[src/rtl/pinwheel_pkg.sv]
// Shared types and helpers for the pinwheel operand-fetch stage and its threaded register file.
package pinwheel_pkg;

    localparam int unsigned reg_count    = 32;
    localparam int unsigned thread_count = 4;
    localparam int unsigned thread_bits  = $clog2(thread_count);
    localparam int unsigned word_bits    = 32;
    localparam int unsigned idx_bits     = 5;
    localparam int unsigned addr_bits    = $clog2(reg_count * thread_count);

    typedef logic [idx_bits-1:0]    reg_idx_t;
    typedef logic [thread_bits-1:0] thread_t;
    typedef logic [addr_bits-1:0]   rf_addr_t;
    typedef logic [word_bits-1:0]   word_t;

    typedef struct packed {
        thread_t     thread;
        reg_idx_t    rs1;
        reg_idx_t    rs2;
        logic [31:0] insn;
        logic [31:0] pc;
    } fetch_req_t;

    function automatic rf_addr_t rf_addr(input thread_t thread, input reg_idx_t idx);
        return {thread, idx};
    endfunction

endpackage

[src/rtl/pinwheel_operand_bypass.sv]
// Operand resolve mux: x0, current writeback, last-cycle writeback, then register-file read data.
module pinwheel_operand_bypass
    import pinwheel_pkg::*;
(
    input  rf_addr_t src_addr,
    input  logic     wb_wren,
    input  rf_addr_t wb_waddr,
    input  word_t    wb_wdata,
    input  logic     bp_valid,
    input  rf_addr_t bp_addr,
    input  word_t    bp_data,
    input  word_t    rf_rdata,
    output word_t    operand_c
);

    always_comb begin
        operand_c = rf_rdata;
        if (src_addr[idx_bits-1:0] == '0) begin
            operand_c = '0;
        end else if (wb_wren && (wb_waddr == src_addr)) begin
            operand_c = wb_wdata;
        end else if (bp_valid && (bp_addr == src_addr)) begin
            operand_c = bp_data;
        end
    end

endmodule

[src/rtl/pinwheel_operand_fetch.sv]
// Operand fetch: issues threaded RF reads, bypasses writebacks, presents resolved operands.
// Optional PINWHEEL_OPFETCH_PERF_EN adds stall_cycles/issued counters.
module pinwheel_operand_fetch
    import pinwheel_pkg::*;
(
    input  logic        clk,
    input  logic        rst,
    input  logic        in_valid,
    output logic        in_ready,
    input  thread_t     in_thread,
    input  reg_idx_t    in_rs1,
    input  reg_idx_t    in_rs2,
    input  logic [31:0] in_insn,
    input  logic [31:0] in_pc,
    output rf_addr_t    rf_raddr0,
    output rf_addr_t    rf_raddr1,
    input  word_t       rf_rdata0,
    input  word_t       rf_rdata1,
    input  logic        wb_wren,
    input  rf_addr_t    wb_waddr,
    input  word_t       wb_wdata,
    output logic        out_valid,
    input  logic        out_ready,
    output thread_t     out_thread,
    output logic [31:0] out_insn,
    output logic [31:0] out_pc,
    output word_t       out_rs1_data,
    output word_t       out_rs2_data
`ifdef PINWHEEL_OPFETCH_PERF_EN
    ,
    output logic [31:0] stall_cycles,
    output logic [31:0] issued
`endif
);

    fetch_req_t s1;
    fetch_req_t in_req;
    logic       s1_valid;
    reg_idx_t   s2_rs1;
    reg_idx_t   s2_rs2;
    logic       bp_valid;
    rf_addr_t   bp_addr;
    word_t      bp_data;
    logic       accept;
    logic       s2_free;
    logic       s1_adv;
    logic       snoop1;
    logic       snoop2;
    rf_addr_t   s1_addr1;
    rf_addr_t   s1_addr2;
    word_t      opnd1_c;
    word_t      opnd2_c;

    assign in_req = '{thread: in_thread, rs1: in_rs1, rs2: in_rs2, insn: in_insn, pc: in_pc};

    // Handshake, read addressing (held on stall) and S2 snoop detection.
    always_comb begin
        s2_free   = !out_valid || out_ready;
        s1_adv    = s1_valid && s2_free;
        in_ready  = !rst && (!s1_valid || s1_adv);
        accept    = in_valid && in_ready;
        s1_addr1  = rf_addr(s1.thread, s1.rs1);
        s1_addr2  = rf_addr(s1.thread, s1.rs2);
        rf_raddr0 = accept ? rf_addr(in_thread, in_rs1) : s1_addr1;
        rf_raddr1 = accept ? rf_addr(in_thread, in_rs2) : s1_addr2;
        snoop1    = out_valid && !out_ready && wb_wren && (s2_rs1 != '0)
                    && (wb_waddr == rf_addr(out_thread, s2_rs1));
        snoop2    = out_valid && !out_ready && wb_wren && (s2_rs2 != '0)
                    && (wb_waddr == rf_addr(out_thread, s2_rs2));
    end

    pinwheel_operand_bypass u_bypass1 (
        .src_addr (s1_addr1),
        .wb_wren  (wb_wren),
        .wb_waddr (wb_waddr),
        .wb_wdata (wb_wdata),
        .bp_valid (bp_valid),
        .bp_addr  (bp_addr),
        .bp_data  (bp_data),
        .rf_rdata (rf_rdata0),
        .operand_c(opnd1_c)
    );

    pinwheel_operand_bypass u_bypass2 (
        .src_addr (s1_addr2),
        .wb_wren  (wb_wren),
        .wb_waddr (wb_waddr),
        .wb_wdata (wb_wdata),
        .bp_valid (bp_valid),
        .bp_addr  (bp_addr),
        .bp_data  (bp_data),
        .rf_rdata (rf_rdata1),
        .operand_c(opnd2_c)
    );

    always_ff @(posedge clk or posedge rst) begin
        if (rst) begin
            s1_valid <= 1'b0;
            s1       <= '0;
        end else if (accept) begin
            s1_valid <= 1'b1;
            s1       <= in_req;
        end else if (s1_adv) begin
            s1_valid <= 1'b0;
        end
    end

    // Last-cycle write, covering the stale read-before-write result.
    always_ff @(posedge clk or posedge rst) begin
        if (rst) begin
            bp_valid <= 1'b0;
            bp_addr  <= '0;
            bp_data  <= '0;
        end else begin
            bp_valid <= wb_wren && (wb_waddr[idx_bits-1:0] != '0);
            bp_addr  <= wb_waddr;
            bp_data  <= wb_wdata;
        end
    end

    always_ff @(posedge clk or posedge rst) begin
        if (rst) begin
            out_valid    <= 1'b0;
            out_thread   <= '0;
            out_insn     <= '0;
            out_pc       <= '0;
            out_rs1_data <= '0;
            out_rs2_data <= '0;
            s2_rs1       <= '0;
            s2_rs2       <= '0;
        end else if (s1_adv) begin
            out_valid    <= 1'b1;
            out_thread   <= s1.thread;
            out_insn     <= s1.insn;
            out_pc       <= s1.pc;
            out_rs1_data <= opnd1_c;
            out_rs2_data <= opnd2_c;
            s2_rs1       <= s1.rs1;
            s2_rs2       <= s1.rs2;
        end else begin
            if (out_ready) out_valid <= 1'b0;
            if (snoop1) out_rs1_data <= wb_wdata;
            if (snoop2) out_rs2_data <= wb_wdata;
        end
    end

`ifdef PINWHEEL_OPFETCH_PERF_EN
    always_ff @(posedge clk or posedge rst) begin
        if (rst) begin
            stall_cycles <= '0;
            issued       <= '0;
        end else begin
            if (out_valid && !out_ready) stall_cycles <= stall_cycles + 32'd1;
            if (out_valid && out_ready)  issued       <= issued + 32'd1;
        end
    end
`endif

endmodule

[config.mk]
export PLATFORM = sky130hd
export DESIGN_NAME = pinwheel_operand_fetch
export DESIGN_NICKNAME = d
export VERILOG_FILES = /design/src/rtl/pinwheel_pkg.sv /design/src/rtl/pinwheel_operand_bypass.sv /design/src/rtl/pinwheel_operand_fetch.sv
export SDC_FILE = /design/constraint.sdc
export NUM_CORES = 1
export LEC_CHECK = 0
export ABC_AREA = 1
export BUFFER_PORTS_ARGS = -buffer_cell sky130_fd_sc_hd__buf_2
export CORE_ASPECT_RATIO = 1.1
export CORE_MARGIN = 5
export CORE_UTILIZATION = 40
export CTS_CLUSTER_DIAMETER = 50
export CTS_CLUSTER_SIZE = 14
export DETAILED_ROUTE_END_ITERATION = 10
export HOLD_SLACK_MARGIN = 0.15
export PLACE_DENSITY = 0.73
export SYNTH_ARGS = -nofsm -noshare
export SYNTH_HDL_FRONTEND = slang
export SYNTH_SLANG_ARGS = --single-unit
[constraint.sdc]
create_clock -name clk -period 16.65 [get_ports clk]
set_input_delay 1.665 -clock clk [delete_from_list [all_inputs] [get_ports clk]]
set_output_delay 1.665 -clock clk [all_outputs]
set_load 0.05 [all_outputs]
==> flow_summary.toml, run 1 <==
[synth]
synthFlopType = "dfrtp_1"
syn_inst = 1423
yosysWarnings = 0
synth.distinct_cells = 22
syn-num-nets = 1607
synth_common_cells = "nand2_1, dfrtp_1, a21oi_1"
syn_area_um2 = 11800
synthArstFlopShare_pct = 100
ys_seq_elements = 258
synth-edff-count = 0
yosys.area.top_type = "dfrtp_1"
avgSynthCellArea_um2 = 8.32
synth_top_area_share_pct = 54.6
synthTopCellsByArea = "dfrtp_1, nand2_1, a21oi_1"
yosysMostFrequentCell = "nand2_1"
seq_area_frac_synth_pct = 54.6

[place]
pre_cts_slack_ps = 11030
hpwl_mm = 25.6
place_congestion = 0.894
port-buffer-count = 329
dpl_cell_area_um2 = 13700

[clocking]
cts-resized-gates = 0
clk_path_buf_depth = 3
cts_tree = "done"
clk_latency_ps = 540
post_cts_buffers = 0
cts.sinks = 258
h-tree-depth = 1
clockRootBuffer = "clkbuf_16"
cts_hold_buf = 0
clk_pin_slew_worst_paths_ps = 60
cts_buffers = 29

[cells_and_area]
synthToLayoutAreaGrowth_pct = 23.4
nFillCells = 2867
fin_nets = 1898
design_area_um2 = 14600
post-route-util_pct = 49.7
drive_gt1_share_pct = 26.5

[routing]
top_layer = "met5"
route.detailed.drc = 0
wl_per_cell_um = 18.3
wl_met3_mm = 4.22
wl_mm = 38.5
wl_met2_mm = 17.6
wl_met1_mm = 15.3
dr.pass1.iters = 6
routed_via_density = 5.22
vias = 11012
postRouteAntennaNets = 0
drt_iter0_markers = 860

[timing]
rsz0062_at_grt = "false"
slew_headroom_pct = 33.4
worst_slack_ps = 11000
finalWorstPathRequiredPeriod_ps = 5650
setup_viol = 0
finalHoldViolations = 0
setup_tns_ps = 0
drv_slew = 0
worst_slew_pin_slew_ps = 996
post-route-period-util_pct = 33.9
fmax_mhz = 177
skew_ps = 14.2

[worst_setup_path]
cpPeakStageDelay_ps = 720
endpoint_kind = "output port"
critPathLaunchType = "input pin"
crit_chain = "buf_2 > nor2_1 > nand2_1 > nand2_1 > inv_1 > nand2_4 > buf_4 > nor2_1 > a21oi_1 > buf_2"
arrival_ps = 3980
cp_max_fo = 77
crit_type = "in -> out"
crit_required_ps = 14980
cp_slowest_cell = "buf_4"

[global_route]
grt_pass1_vias = 11181
grt_first_pass_wirelength_mm = 60.6
grt_remaining_overflow = 0
grt_start_max_net_pins = 84
grt_usage_pct = 22.5
antenna_found_initial = 5

[die]
die_w_um = 174
core_um2 = 29400
initial_utilization_pct = 40.3
die_area_um2 = 33100
io_pins = 330
die_h_um = 190
placementRows = 66

[power]
combPwrFrac_pct = 33.0
p_sw_share_pct = 41.5
pwr-share-clk_pct = 28.6
seq_power_share_pct = 38.4
internal_power_mw = 1.27
ir_worst_vdd_uv = 120
power_density_nw_per_um2 = 149
power_switching_uw = 901
finalPower_mw = 2.17
power_leakage_nw = 7.63

[job]
maxCapViolations = 0

[hold_path]
worstHoldPathType = "reg -> reg"

[status]
status = "finished, final reports clean"
per-stage QoR:
stage               hold WS [ps]  cells
finish                       465   2109
global route                 490   2107
CTS                          471   2106
detailed placement           455   2057
global placement             449   2057
floorplan                    444   1423
worst paths after layout:
kind,cells after the start,endpoint,slack [ps],startpoint
max,10,rf_raddr1[2],11000,out_ready
max reg2reg,10,out_rs2_data[30],13730,s1[64]
min reg2reg,2,out_pc[30],470,out_pc[30]
min in group asynchronous,2,out_pc[28],1120,rst
min,2,out_pc[30],470,out_pc[30]
max in group asynchronous,3,out_rs2_data[25],14210,rst
layout by cell type (no fill, tap or decap), drive strengths merged:
cell type / instances
buf: 345
diode: 3
o21ai: 102
xnor2: 4
inv: 103
nand4: 5
a21oi: 167
clkinvlp: 3
dfrtp: 258
nor2: 126
nand3: 134
nand2: 397
mux2: 42
bufinv: 1
clkinv: 8
or2: 2
clkbuf: 35
power by group through the flow:
stage	combinational [mW]	sequential (mW)	clock [mW]
floorplan	0.220	1.13	0
global placement	0.711	0.838	0
CTS	0.721	0.833	0.636
global route	0.770	0.848	0.659
finish	0.717	0.833	0.622
detailed placement	0.720	0.842	0
worst max-delay path: cells and delay by family:
family                 cells  cell delay, ps
buffers and inverters      4            1200
and+or+nand+nor            5             830
AOI/OAI and AO/OA          1             210
metal layers:
layer | up-vias | GRT usage [%]
met5 | - | 0
met4 | 6 | 8.22
met3 | 112 | 7.10
met2 | 572 | 36.4
met1 | 5148 | 28.6
li1 | 5174 | -
state kept, by name (all words and copies together), names as in the netlist, 2 cells and up:
name	flops
bp_addr	7
bp_data	32
out_insn	32
out_pc	32
out_rs1_data	32
out_rs2_data	32
out_thread	2
s1	76
s2_rs1	5
s2_rs2	5
layout make-up:
class	instances	area (µm²)	share of cell area [%]
antenna	3	7.51	0.0514
clock buffer	35	768	5.26
clock inverter	14	160	1.10
inverter	101	389	2.66
multi-input combinational	979	4590	31.4
sequential	258	6460	44.2
tap	374	468	3.20
timing repair buffer	345	1770	12.1
cell families (layout without fill, tap and decap cells):
logic type      Yosys count  count (layout)  synth area share [%]
simple gates            664             664                  22.9
compound gates          269             269                  11.4
flops                   258             258                  54.6
mux                      42              42                  4.00
other cells               0               3                     0
buf+inv                 186             495                  6.89
xor+xnor                  4               4                 0.296
Note: power is estimated with default switching activity, not from simulation.
==> run 2: changes to the inputs <==
==> constraint.sdc (replaced) <==
create_clock -name clk -period 5.8 [get_ports clk]
set_input_delay 0.58 -clock clk [delete_from_list [all_inputs] [get_ports clk]]
set_output_delay 0.58 -clock clk [all_outputs]
set_load 0.05 [all_outputs]
==> run 2 against run 1 <==
Compared with the run above: power grew to 2.9 times the previous value; clock power grew to 2.9 times the previous value; sequential share of layout area shrank 0.38 points; via count grew 1.4%; hold slack lost 280 ps; sequential cell count is the same; clock-buffer cell count is the same; first-iteration DRC count grew 34%; critical path depth shrank 1; wire length shrank 1.6%; highest routed layer unchanged.
==> flow_summary.toml, run 2 (synthesis results as in run 1) <==
[cells_and_area]
largest_register_ffs = 76
largest_register = "s1"
fin_cells = 2108
synthToLayoutAreaGrowth_pct = 24.5
regArea_um2 = 6460
nFillCells = 2787
design_area_um2 = 14700
drive_gt1_share_pct = 27.4
n_antenna_cell = 0
fin_nets = 1898
multi_input_area_um2 = 4700
final_common_cell = "nand2_1"
layout_common_cells = "nand2_1, buf_2, dfrtp_1"

[power]
power_density_nw_per_um2 = 426
finalPower_mw = 6.27
power_leakage_nw = 7.65
ir_worst_vdd_uv = 285

[global_route]
antenna_found_initial = 2
grt_pass1_vias = 11312
grt_remaining_overflow = 0
grt_usage_pct = 22.3
grt_first_pass_wirelength_mm = 60.5
grt_start_max_net_pins = 146

[timing]
rsz0062_at_grt = "false"
setup_viol = 0
skew_ps = 12.4
post-route-period-util_pct = 56.9
worst_slew_pin_slew_ps = 1010
fmax_mhz = 303
fin_hold_ws_ps = 187
finalHoldViolations = 0
finalWorstPathRequiredPeriod_ps = 3300
worst_slack_ps = 2500
drv_slew = 0
slew_headroom_pct = 32.6

[hold_path]
worstHoldPathCells = 1
worstHoldPathType = "in -> reg"
hold_end = "bp_data[15]"
hold_start = "wb_wdata[15]"

[worst_setup_path]
crit_chain = "inv_1 > nor2_1 > nand2_1 > nand2_1 > inv_1 > nand2_4 > nor2_1 > a21oi_4 > buf_2"
cp.buffers_inverters = 3
cp.depth = 9
cpPeakStageDelay_ps = 590
reg2regPathDepth = 10
crit_type = "reg -> out"
cp_slowest_cell = "nand2_4"
r2r_slack_ps = 2870
reg2reg_from = "s1[64]"
cpLargestDelayFamily = "simple AND/OR/NAND/NOR gates"
critPathLaunchType = "register"
r2r_end = "out_rs2_data[19]"
arrival_ps = 2720
endpoint_kind = "output port"
crit_required_ps = 5220
cp_max_fo = 55

[clocking]
cts.sinks = 258
clockRootBuffer = "clkbuf_16"
clk_latency_ps = 540
clk_pin_slew_worst_paths_ps = 70
cts_buffers = 29
clk_path_buf_depth = 3
post_cts_buffers = 0
cts_tree = "done"
cts_hold_buf = 0
h-tree-depth = 1
cts-resized-gates = 0

[place]
hpwl_mm = 24.9
dp_cells = 2057
pre_cts_slack_ps = 2610
dpl_cell_area_um2 = 13800
place_congestion = 0.899
port-buffer-count = 329

[job]
maxCapViolations = 0

[routing]
wl_mm = 37.9
postRouteAntennaNets = 0
route.detailed.drc = 0
routed_via_density = 5.30
wl_per_cell_um = 18.0
dr.pass1.iters = 5
vias = 11171
drt_iter0_markers = 1154

[die]
core_um2 = 29400
io_pins = 330
die_h_um = 190
die_w_um = 174
placementRows = 66
initial_utilization_pct = 40.3
die_area_um2 = 33100

[status]
status = "finished, final reports clean"
-- run 2: cell types whose count changed in the layout (fill, tap and decap cells not counted), moves of 2 or more --
cell        change
clkbuf_8        +2
clkinv_8        -3
a21oi_2         +3
diode_2         -3
clkinvlp_4      +3
inv_6           +3
a21oi_4         +9
a21oi_1        -12
clkbuf_1        -2
-- run 2: metrics by stage --
step / setup TNS (ps) / util, %
after floorplan: -7110 / -
after global placement: 0 / 46.9
after detailed placement: 0 / 46.9
after CTS: 0 / 50.1
after global routing: 0 / 50.1
final: 0 / 50.1
-- run 2: final cells by class --
type	instances	area share, %
clock buffer	35	5.35
clock inverter	16	1.04
inverter	101	2.62
multi-input combinational	979	31.9
sequential	258	43.8
tap	374	3.18
timing repair buffer	345	12.1
-- run 2: worst max-delay path by stage --
stage	startpoint	endpoint	slack (ps)
6_report	out_valid	rf_raddr1[6]	2500
3_5_place_dp	rst	rf_raddr1[1]	2610
4_1_cts	out_valid	rf_raddr1[1]	2460
3_3_place_gp	rst	rf_raddr1[6]	2650
5_1_grt	out_valid	rf_raddr0[6]	2290
2_1_floorplan	rst	rf_raddr1[5]	-690
-- run 2: per-layer routing --
metal | share of wire (%) | global-route usage (%) | vias to the layer above
met5 | 0.074 | 0 | -
met4 | 3.7 | 8.77 | 4
met3 | 11 | 6.62 | 107
met2 | 46 | 36.0 | 630
met1 | 40 | 28.3 | 5255
li1 | - | - | 5175
-- run 2: worst reg2reg max path, cell delays in order (launching register included) --
cell and delay [ps]:
dfrtp_1 490, inv_1 210, nand2_1 100, nand2_1 50
nor2_1 80, nand2_1 100, nor2_4 760, inv_2 580
nand3_1 250, nand2_1 90, a21oi_1 140
-- run 2: where the power goes --
part | total, mW | internal (mW) | leakage [nW] | switching (mW)
logic | 2.08 | 0.489 | 4.17 | 1.59
clock network | 1.81 | 1.03 | 0.450 | 0.781
registers | 2.39 | 2.17 | 3.04 | 0.227
